[src/rtl/cpe_pkg.sv]
// Shared definitions for the cpe core: data widths, reset PC default and the
// instruction-fetch FSM encoding.
package cpe_pkg;
  localparam int XLEN = 32;
  localparam int ILEN = 32;
  localparam logic [XLEN-1:0] RESET_PC_DEF = 32'h0000_0000;
  localparam logic [ILEN-1:0] INSTR_NOP = 32'h0000_0013;

  typedef enum logic {
    RUN  = 1'b0,
    HALT = 1'b1
  } fetch_state_e;

  function automatic logic [XLEN-1:0] word_align(input logic [XLEN-1:0] a);
    return {a[XLEN-1:2], 2'b00};
  endfunction
endpackage

[src/rtl/cpe_ifetch_if.sv]
// Fetch-stage bundle: redirect input, instruction-memory bus, decode handshake
// and FSM debug state. master = fetch stage, slave = surrounding core/memory.
interface cpe_ifetch_if;
  import cpe_pkg::*;

  // imem: req is held until gnt with addr stable; rvalid returns in request order.
  // decode: instr/pc transfer on a cycle where instr_vld and instr_rdy are both 1.
  logic            redir_w_i_h;
  logic [XLEN-1:0] redir_pc_w_i;
  logic            imem_req_w_o_h;
  logic [XLEN-1:0] imem_addr_w_o;
  logic            imem_gnt_w_i_h;
  logic            imem_rvalid_w_i_h;
  logic [ILEN-1:0] imem_rdata_w_i;
  logic [ILEN-1:0] instr_w_o;
  logic [XLEN-1:0] pc_w_o;
  logic            instr_vld_w_o_h;
  logic            instr_rdy_w_i_h;
  logic            misalign_w_o_h;
  fetch_state_e    state;

  modport master (
    input  redir_w_i_h, redir_pc_w_i, imem_gnt_w_i_h, imem_rvalid_w_i_h,
           imem_rdata_w_i, instr_rdy_w_i_h,
    output imem_req_w_o_h, imem_addr_w_o, instr_w_o, pc_w_o, instr_vld_w_o_h,
           misalign_w_o_h, state
  );

  modport slave (
    output redir_w_i_h, redir_pc_w_i, imem_gnt_w_i_h, imem_rvalid_w_i_h,
           imem_rdata_w_i, instr_rdy_w_i_h,
    input  imem_req_w_o_h, imem_addr_w_o, instr_w_o, pc_w_o, instr_vld_w_o_h,
           misalign_w_o_h, state
  );
endinterface

[src/rtl/cpe_sync_fifo.sv]
// Small synchronous FIFO with first-word fall-through read, flush and an
// occupancy count. DEPTH must be a power of two.
module cpe_sync_fifo #(
  parameter int WIDTH = 64,
  parameter int DEPTH = 2,
  localparam int AW = $clog2(DEPTH),
  localparam int CW = AW + 1
) (
  input  logic             clk,
  input  logic             rst,
  input  logic             push,
  input  logic [WIDTH-1:0] wdata,
  input  logic             pop,
  input  logic             flush,
  output logic [WIDTH-1:0] rdata,
  output logic             empty,
  output logic [CW-1:0]    cnt
);
  logic [WIDTH-1:0] mem [DEPTH];
  logic [AW-1:0]    wr_ptr, rd_ptr;
  logic [CW-1:0]    count;
  logic             do_push, do_pop;

  assign do_pop  = pop && (count != '0);
  // A full FIFO still accepts a push in the cycle its head is popped.
  assign do_push = push && ((count != CW'(DEPTH)) || do_pop);

  always_ff @(posedge clk or posedge rst) begin
    if (rst) begin
      wr_ptr <= '0;
      rd_ptr <= '0;
      count  <= '0;
    end else if (flush) begin
      wr_ptr <= '0;
      rd_ptr <= '0;
      count  <= '0;
    end else begin
      if (do_push) wr_ptr <= wr_ptr + AW'(1);
      if (do_pop)  rd_ptr <= rd_ptr + AW'(1);
      count <= count + CW'(do_push) - CW'(do_pop);
    end
  end

  always_ff @(posedge clk) begin
    if (do_push) mem[wr_ptr] <= wdata;
  end

  assign rdata = mem[rd_ptr];
  assign empty = (count == '0);
  assign cnt   = count;
endmodule

[src/rtl/cpe_ifetch.sv]
// Instruction fetch stage: sequential word fetch over req/gnt/rvalid with a
// credit-limited buffer, redirect handling and misaligned-target halt.
module cpe_ifetch
  import cpe_pkg::*;
#(
  parameter logic [XLEN-1:0] RESET_PC   = RESET_PC_DEF,
  parameter int              FIFO_DEPTH = 2
) (
  input  logic         clk_w_i,
  input  logic         res_w_i_h,
  cpe_ifetch_if.master bus
);
  localparam int CW = $clog2(FIFO_DEPTH) + 1;
  localparam int FW = XLEN + ILEN;

  fetch_state_e    state, state_nxt;
  logic [XLEN-1:0] fetch_pc, resp_pc;
  logic [CW-1:0]   outstanding, drop, fifo_cnt;
  logic            req, fire, push, pop, fifo_empty, misalign_q, redir_mis;
  logic [FW-1:0]   fifo_rdata;

  assign redir_mis = bus.redir_w_i_h && (bus.redir_pc_w_i[1:0] != 2'b00);

  always_ff @(posedge clk_w_i or posedge res_w_i_h) begin
    if (res_w_i_h) state <= RUN;
    else           state <= state_nxt;
  end

  // Credit counts buffered words plus in-flight reads (dropped ones included),
  // so a returning word always has a free FIFO slot.
  always_comb begin
    state_nxt = state;
    req       = 1'b0;
    if (bus.redir_w_i_h) state_nxt = redir_mis ? HALT : RUN;
    if (!res_w_i_h && (state == RUN) && !bus.redir_w_i_h &&
        ((fifo_cnt + outstanding) < CW'(FIFO_DEPTH)))
      req = 1'b1;
  end

  assign fire = req && bus.imem_gnt_w_i_h;
  assign push = bus.imem_rvalid_w_i_h && !bus.redir_w_i_h && (drop == '0);
  assign pop  = !fifo_empty && bus.instr_rdy_w_i_h;

  always_ff @(posedge clk_w_i or posedge res_w_i_h) begin
    if (res_w_i_h) begin
      fetch_pc    <= RESET_PC;
      resp_pc     <= RESET_PC;
      outstanding <= '0;
      drop        <= '0;
      misalign_q  <= 1'b0;
    end else begin
      outstanding <= outstanding + CW'(fire) - CW'(bus.imem_rvalid_w_i_h);
      misalign_q  <= redir_mis;
      if (bus.redir_w_i_h) begin
        fetch_pc <= word_align(bus.redir_pc_w_i);
        resp_pc  <= word_align(bus.redir_pc_w_i);
        drop     <= outstanding - CW'(bus.imem_rvalid_w_i_h);
      end else begin
        if (fire) fetch_pc <= fetch_pc + 32'd4;
        if (push) resp_pc  <= resp_pc + 32'd4;
        if (bus.imem_rvalid_w_i_h && (drop != '0)) drop <= drop - CW'(1);
      end
    end
  end

  cpe_sync_fifo #(
    .WIDTH(FW),
    .DEPTH(FIFO_DEPTH)
  ) u_fifo (
    .clk   (clk_w_i),
    .rst   (res_w_i_h),
    .push  (push),
    .wdata ({resp_pc, bus.imem_rdata_w_i}),
    .pop   (pop),
    .flush (bus.redir_w_i_h),
    .rdata (fifo_rdata),
    .empty (fifo_empty),
    .cnt   (fifo_cnt)
  );

  assign bus.imem_req_w_o_h  = req;
  assign bus.imem_addr_w_o   = fetch_pc;
  assign bus.instr_vld_w_o_h = !fifo_empty;
  assign bus.instr_w_o       = fifo_empty ? '0 : fifo_rdata[ILEN-1:0];
  assign bus.pc_w_o          = fifo_empty ? resp_pc : fifo_rdata[FW-1:ILEN];
  assign bus.misalign_w_o_h  = misalign_q;
  assign bus.state           = state;
endmodule

[src/flat_wrapper.sv]
// flat-port wrapper written by rule: the top's interface ports become plain ports
module cpe_ifetch_flat import cpe_pkg::*;
#(
  parameter logic [XLEN-1:0] RESET_PC   = RESET_PC_DEF,
  parameter int              FIFO_DEPTH = 2
)
  (clk_w_i, res_w_i_h, bus_redir_w_i_h, bus_redir_pc_w_i, bus_imem_gnt_w_i_h, bus_imem_rvalid_w_i_h, bus_imem_rdata_w_i, bus_instr_rdy_w_i_h, bus_imem_req_w_o_h, bus_imem_addr_w_o, bus_instr_w_o, bus_pc_w_o, bus_instr_vld_w_o_h, bus_misalign_w_o_h, bus_state);
  cpe_ifetch_if bus_i ();
  input  logic clk_w_i;
  input  logic res_w_i_h;
  input wire logic [$bits(bus_i.redir_w_i_h)-1:0] bus_redir_w_i_h;
  input wire logic [$bits(bus_i.redir_pc_w_i)-1:0] bus_redir_pc_w_i;
  input wire logic [$bits(bus_i.imem_gnt_w_i_h)-1:0] bus_imem_gnt_w_i_h;
  input wire logic [$bits(bus_i.imem_rvalid_w_i_h)-1:0] bus_imem_rvalid_w_i_h;
  input wire logic [$bits(bus_i.imem_rdata_w_i)-1:0] bus_imem_rdata_w_i;
  input wire logic [$bits(bus_i.instr_rdy_w_i_h)-1:0] bus_instr_rdy_w_i_h;
  output wire logic [$bits(bus_i.imem_req_w_o_h)-1:0] bus_imem_req_w_o_h;
  output wire logic [$bits(bus_i.imem_addr_w_o)-1:0] bus_imem_addr_w_o;
  output wire logic [$bits(bus_i.instr_w_o)-1:0] bus_instr_w_o;
  output wire logic [$bits(bus_i.pc_w_o)-1:0] bus_pc_w_o;
  output wire logic [$bits(bus_i.instr_vld_w_o_h)-1:0] bus_instr_vld_w_o_h;
  output wire logic [$bits(bus_i.misalign_w_o_h)-1:0] bus_misalign_w_o_h;
  output wire logic [$bits(bus_i.state)-1:0] bus_state;
  assign bus_i.redir_w_i_h = bus_redir_w_i_h;
  assign bus_i.redir_pc_w_i = bus_redir_pc_w_i;
  assign bus_i.imem_gnt_w_i_h = bus_imem_gnt_w_i_h;
  assign bus_i.imem_rvalid_w_i_h = bus_imem_rvalid_w_i_h;
  assign bus_i.imem_rdata_w_i = bus_imem_rdata_w_i;
  assign bus_i.instr_rdy_w_i_h = bus_instr_rdy_w_i_h;
  assign bus_imem_req_w_o_h = bus_i.imem_req_w_o_h;
  assign bus_imem_addr_w_o = bus_i.imem_addr_w_o;
  assign bus_instr_w_o = bus_i.instr_w_o;
  assign bus_pc_w_o = bus_i.pc_w_o;
  assign bus_instr_vld_w_o_h = bus_i.instr_vld_w_o_h;
  assign bus_misalign_w_o_h = bus_i.misalign_w_o_h;
  assign bus_state = bus_i.state;
  cpe_ifetch #(.RESET_PC(RESET_PC), .FIFO_DEPTH(FIFO_DEPTH)) u_core (.clk_w_i(clk_w_i), .res_w_i_h(res_w_i_h), .bus(bus_i));
endmodule
[config.mk]
export PLATFORM = sky130hd
export DESIGN_NAME = cpe_ifetch_flat
export DESIGN_NICKNAME = d
export VERILOG_FILES = /design/src/rtl/cpe_pkg.sv /design/src/rtl/cpe_ifetch_if.sv /design/src/rtl/cpe_sync_fifo.sv /design/src/rtl/cpe_ifetch.sv /design/src/flat_wrapper.sv
export SDC_FILE = /design/constraint.sdc
export NUM_CORES = 1
export LEC_CHECK = 0
export CORE_UTILIZATION = 45
export CTS_CLUSTER_DIAMETER = 200
export DETAILED_ROUTE_END_ITERATION = 8
export GPL_ROUTABILITY_DRIVEN = 0
export PLACE_DENSITY = 0.69
export SLEW_MARGIN = 10
export SYNTH_ARGS = -nofsm -noshare
export SYNTH_HDL_FRONTEND = slang
export SYNTH_HIERARCHICAL = 1
export SYNTH_SLANG_ARGS = --single-unit
[constraint.sdc]
create_clock -name clk_w_i -period 6.19 [get_ports clk_w_i]
set_input_delay 0.619 -clock clk_w_i [delete_from_list [all_inputs] [get_ports clk_w_i]]
set_output_delay 0.619 -clock clk_w_i [all_outputs]
set_load 0.05 [all_outputs]
# == After elaboration in Yosys (flattened, before gate mapping) ==
# Memory sizes are Yosys's and may differ from the RTL's.
# Index checks and enable logic that the tools add are counted.
# word_totals
wordCells,66
mem_bits_rw,128
in_bits,70
n_memories,1
ff_bits,74
# mem_list
name,depth,word_bits,read_ports,rd_ports_with_merged_regs,write_ports,line,rtl
u_core.u_fifo.mem,2,64,1,0,1,cpe_sync_fifo.sv:19,logic [WIDTH-1:0] mem [DEPTH];
# op_classes
addsub,11
n_eq_ne,1
n_reduce_logical,25
bitwise,1
n_lt_le_gt_ge,1
n_mux,17
# ops
cell,n
$mux W32,6
$add A32 B3 Y32 const B,2
$reduce_bool A2 Y1,8
$logic_and A1 B1 Y1,11
$mux W1,8
$mux W2,3
$sub A2 B1 Y2,3
$add A2 B1 Y2,2
$logic_not A2 Y1,2
$logic_not A1 Y1,3
$add A1 B1 Y1 const B,2
$add A2 B2 Y2,1
$lt A2 B2 Y1 const B,1
$ne A2 B2 Y1 const B,1
$sub A2 B1 Y2 const B,1
$logic_or A1 B1 Y1,1
$not A1 Y1,1

# == Depth between registers and ports, before layout ==
# logic_depth
depth_word,9
ltp_mapped,10
ltp_nobuf,10

# == Cells and area by module ==
# Netlist, hierarchy kept.
# modules_own_cells
mod,n_inst,cells_each,seq_area_each_um2,area_each_um2
cpe_sync_fifo,1,223,3943.8,4854.7
cpe_ifetch,1,465,1651.6,4504.3

# == Worst setup path after synthesis ==
# No wires, ideal clock.
# synth_timing
path_type,register to register
from,"register u_core.u_fifo.count[1], in the netlist u_core/u_fifo/cnt[1]"
to,memory u_core.u_fifo.mem[0][0] (enable)
arrival_ps,4014
slack_ps,1690
period_less_slack_ps,4500
stages_incl_launch_ff,7
setup_time_ps,486
cell_sequence,dfrtp_1 > nor2_1 > clkbuf_1 > buf_1 > nor2b_1 > o31ai_4 > nor2_1
# synth_via
elab_chain_len,8
# synth_rtl
element,line,rtl
"start, declared",cpe_sync_fifo.sv:21,logic [CW-1:0] count;
"start signal, assigned",cpe_sync_fifo.sv:40,count <= count + CW'(do_push) - CW'(do_pop);
$logic_not A2 Y1,cpe_sync_fifo.sv:49,assign empty = (count == '0);
named net u_core.fifo_empty,cpe_ifetch.sv:19,"logic req, fire, push, pop, fifo_empty, misalign_q, redir_mis;"
$logic_not A1 Y1,cpe_ifetch.sv:42,assign pop = !fifo_empty && bus.instr_rdy_w_i_h;
$logic_and A1 B1 Y1,cpe_ifetch.sv:42,
named net u_core.pop,cpe_ifetch.sv:19,
$logic_and A1 B1 Y1,cpe_sync_fifo.sv:24,assign do_pop = pop && (count != '0);
$logic_or A1 B1 Y1,cpe_sync_fifo.sv:26,assign do_push = push && ((count != CW'(DEPTH)) || do_pop);
$logic_and A1 B1 Y1,cpe_sync_fifo.sv:26,
$mux W1,cpe_sync_fifo.sv:45,if (do_push) mem[wr_ptr] <= wdata;
$mux W1 (implied by the code),cpe_sync_fifo.sv:45,
"end, declared",cpe_sync_fifo.sv:19,
# The timed path passes the listed nets, and every way through them passes these cells.

# == Final worst setup path ==
# layout_timing
from,"register u_core.u_fifo.count[1], in the netlist u_core/u_fifo/cnt[1]"
to,output port bus_pc_w_o[16]
# layout_via
elab_chain_len,2
# layout_rtl
element,line,rtl
$logic_not A2 Y1,cpe_sync_fifo.sv:49,
named net u_core.fifo_empty,cpe_ifetch.sv:19,
$mux W32,cpe_ifetch.sv:85,assign bus.pc_w_o = fifo_empty ? resp_pc : fifo_rdata[FW-1:ILEN];
"end, declared",flat_wrapper.sv:20,output wire logic [$bits(bus_i.pc_w_o)-1:0] bus_pc_w_o;
# The timed path passes the listed nets, and every way through them passes these cells.

==> flow_summary.toml <==
[cts]
post-cts-setup-buffers = 0
path_clk_slew_ns = 0.07
numCtsBuffers = 17
hold_buffers = 0
htree_levels = 4
cts_max_path_buffers = 2
root_buffer = "sky130_fd_sc_hd__clkbuf_16"
clock_insertion_delay_worst_skew_ns = 0.43
number_of_gates_given_a_new_drive_strength_after_cts = 0
tritoncts_num_sinks = 198
cts_tree = "done"

[drt]
detailroute.via_count = 6052
route.detailed.drc = 0
detail-route-antenna-nets = 0
routed_wl_microns = 21000
drt_first_iter_violations = 329
wl_per_cell_microns = 18.5
routed_via_density = 5.34
dr.pass1.iters = 4

[synthesis]
asyncSetResetFlopFracSynth_pct = 35.4
post_synth_main_area_contributors = "sky130_fd_sc_hd__edfxtp_1 41%, sky130_fd_sc_hd__dfrtp_1 19%, sky130_fd_sc_hd__mux2_2 14%"
yosysTopAreaCellShare_pct = 41.1
synthDistinctLibCells = 53
sequential_area_share_after_synthesis_pct = 59.8
avgSynthCellArea_sq_um = 13.6
postSynthCellCount = 688
ys_warn_count = 6
mappedNetlistArea_sq_mm = 0.00936
yosys_most_used_dff = "sky130_fd_sc_hd__edfxtp_1"
post_synth_edffs = 128
yosys_register_bits = 198
yosys.area.top_type = "sky130_fd_sc_hd__edfxtp_1"

[die]
ios = 170
fp.dieH_microns = 146
die_w_microns = 146
initial_utilization_pct = 46.1
die_area_sq_mm = 0.0214
core.rowCount = 52
area_inside_the_core_boundary_sq_mm = 0.0203

[critical_path]
r2r_start = "u_core/drop[0]"
critPathCaptureType = "output port"
crit_fanout = 39
worst_setup_path_start_kind = "flip-flop"
timing_worst_setup_path_type = "flip-flop to output port"
required_ns = 5.57
cp.arrival_ns = 3.19
critical_path.cell_chain = "nor2_4 -> buf_4 -> mux2_2 -> clkdlybuf4s50_1"
slowest_stage = "sky130_fd_sc_hd__clkdlybuf4s50_1"
crit_path_start = "u_core/u_fifo/cnt[1]"
critPathMaxStageDelay_ns = 0.71

[grt]
grt_first_pass_wirelength_microns = 33300
grt_start_max_net_pins = 71
grt_pass1_vias = 6070
globalRouteOverflowTotal = 0
global_route.usage.total_pct = 20.3
grt_antenna_before_repair = 0

[sta]
setup_repair_after_global_routing_missed_its_margin = "no"
worst-slew-pin-transition_ns = 0.893
finalMaxSlewViolations = 0
worst_hold_slack_ns = 0.498
timing.slew.headroom_pct = 40.0
post-route-period-util_pct = 61.5
report.final.setup_viol = 0
fin_setup_tns_ns = 0
timing.final.hold_violations = 0
max_freq_mhz = 263
setup_skew_after_layout_ns = 0.0135
final_period_demand_of_the_worst_path_ns = 3.81

[place]
placement.io_buffers = 167
dp.final_hpwl_microns = 14600

[status]
run_status = "finished clean"

[finish]
syn2layout_area_growth_pct = 26.9
drive_gt1_share_pct = 20.7
layout.cells.most_common = "sky130_fd_sc_hd__clkdlybuf4s50_1"
layout_net_count = 930
antenna_cells = 0
mostFrequentLayoutCells = "167 x sky130_fd_sc_hd__clkdlybuf4s50_1, 128 x sky130_fd_sc_hd__edfxtp_1, 119 x sky130_fd_sc_hd__mux2_2"

[power_and_ir_drop]
report.power.total_mw = 3.65
power.static_leakage_nw = 4.14
ir_worst_vdd_v = 0.000202
ratio_of_total_power_to_cell_area_mw_per_mm2 = 307

[job]
timing.max_cap.violations = 0

[worst_hold_path]
worst_hold_path_type = "primary input to async pin"
==> final timing paths <==
check / end / slack, ns / depth (start not counted)
hold reg to reg: u_core/bus.state / 0.56 / 1
setup / recovery: bus_pc_w_o[16] / 2.38 / 4
hold / removal: u_core/u_fifo/cnt[0] / 0.50 / 2
setup reg to reg: u_core/u_fifo/mem[0][31] / 3.34 / 7
min in group clk_w_i: u_core/bus.state / 0.56 / 1
max in group asynchronous: u_core/resp_pc[17] / 4.79 / 3
==> cells by family (layout without fill, tap and decap cells) <==
logic type	Yosys count	count (layout)	synth area share, %
AO/OA/AOI/OAI	57	57	4.28
XOR/XNOR	49	49	4.67
adder cells (fa/ha/maj)	8	8	1.07
buffers and inverters	53	224	2.49
flip-flops	198	198	59.8
multiplexers	125	125	15.1
other	1	6	0.0401
AND/OR/NAND/NOR	197	197	12.6
==> layer usage <==
layer | global-route usage [%] | vias up | wire length, microns
met5 | 0 | - | 0
met4 | 5.21 | 0 | 200
met3 | 4.06 | 14 | 1270
met2 | 32.1 | 208 | 9830
met1 | 28.5 | 2959 | 9680
li1 | - | 2871 | -
==> report_power, final <==
group / switching (mW) / internal, mW
combinational: 0.575 / 0.376
clock: 0.492 / 0.565
sequential: 0.110 / 1.53
total: 1.18 / 2.47
==> synthesized netlist by cell type, drive strengths merged, types with 14 or more instances <==
cell type	instances
nor2b	36
nand3	17
dfrtp	70
buf	15
inv	18
nor2	29
mux2	121
clkbuf	19
nor3	14
nand4	31
xnor2	41
edfxtp	128
==> flip-flops by register name, summed over array words and instances, names as in the netlist <==
register / cells
u_core/u_fifo/wr_ptr: 1
u_core/bus.state: 1
u_core/u_fifo/cnt: 2
u_core/bus.imem_addr_w_o: 30
u_core/outstanding: 2
u_core/drop: 2
u_core/resp_pc: 30
u_core/bus.misalign_w_o_h: 1
u_core/u_fifo/rd_ptr: 1
u_core/u_fifo/mem: 128
==> per-stage QoR <==
step / cells / setup slack, ns / area, sq um / util, %
2_1_floorplan: 693 / 1.69 / 9380 / -
3_3_place_gp: 1103 / 2.83 / 11300 / 55.7
3_5_place_dp: 1103 / 2.74 / 11300 / 55.7
4_1_cts: 1134 / 2.32 / 11900 / 58.5
5_1_grt: 1134 / 2.22 / 11900 / 58.5
6_report: 1134 / 2.38 / 11900 / 58.5
==> worst max-delay path, delay by kind of cell (launching register included) <==
family,cells,cell delay (ns)
flip-flops,1,0.48
AND/OR/NAND/NOR,1,0.58
buffers and inverters,2,1.25
multiplexers,1,0.40
==> final cells by class <==
cell class                 instances  area (sq um)
tap                              270           338
fill                            1606          8430
sequential                       198          5600
clock buffer                      17           425
timing repair buffer             174          1720
clock inverter                    14           145
multi-input combinational        442          3570
inverter                          19          71.3
(Power assumes the default switching activity.)
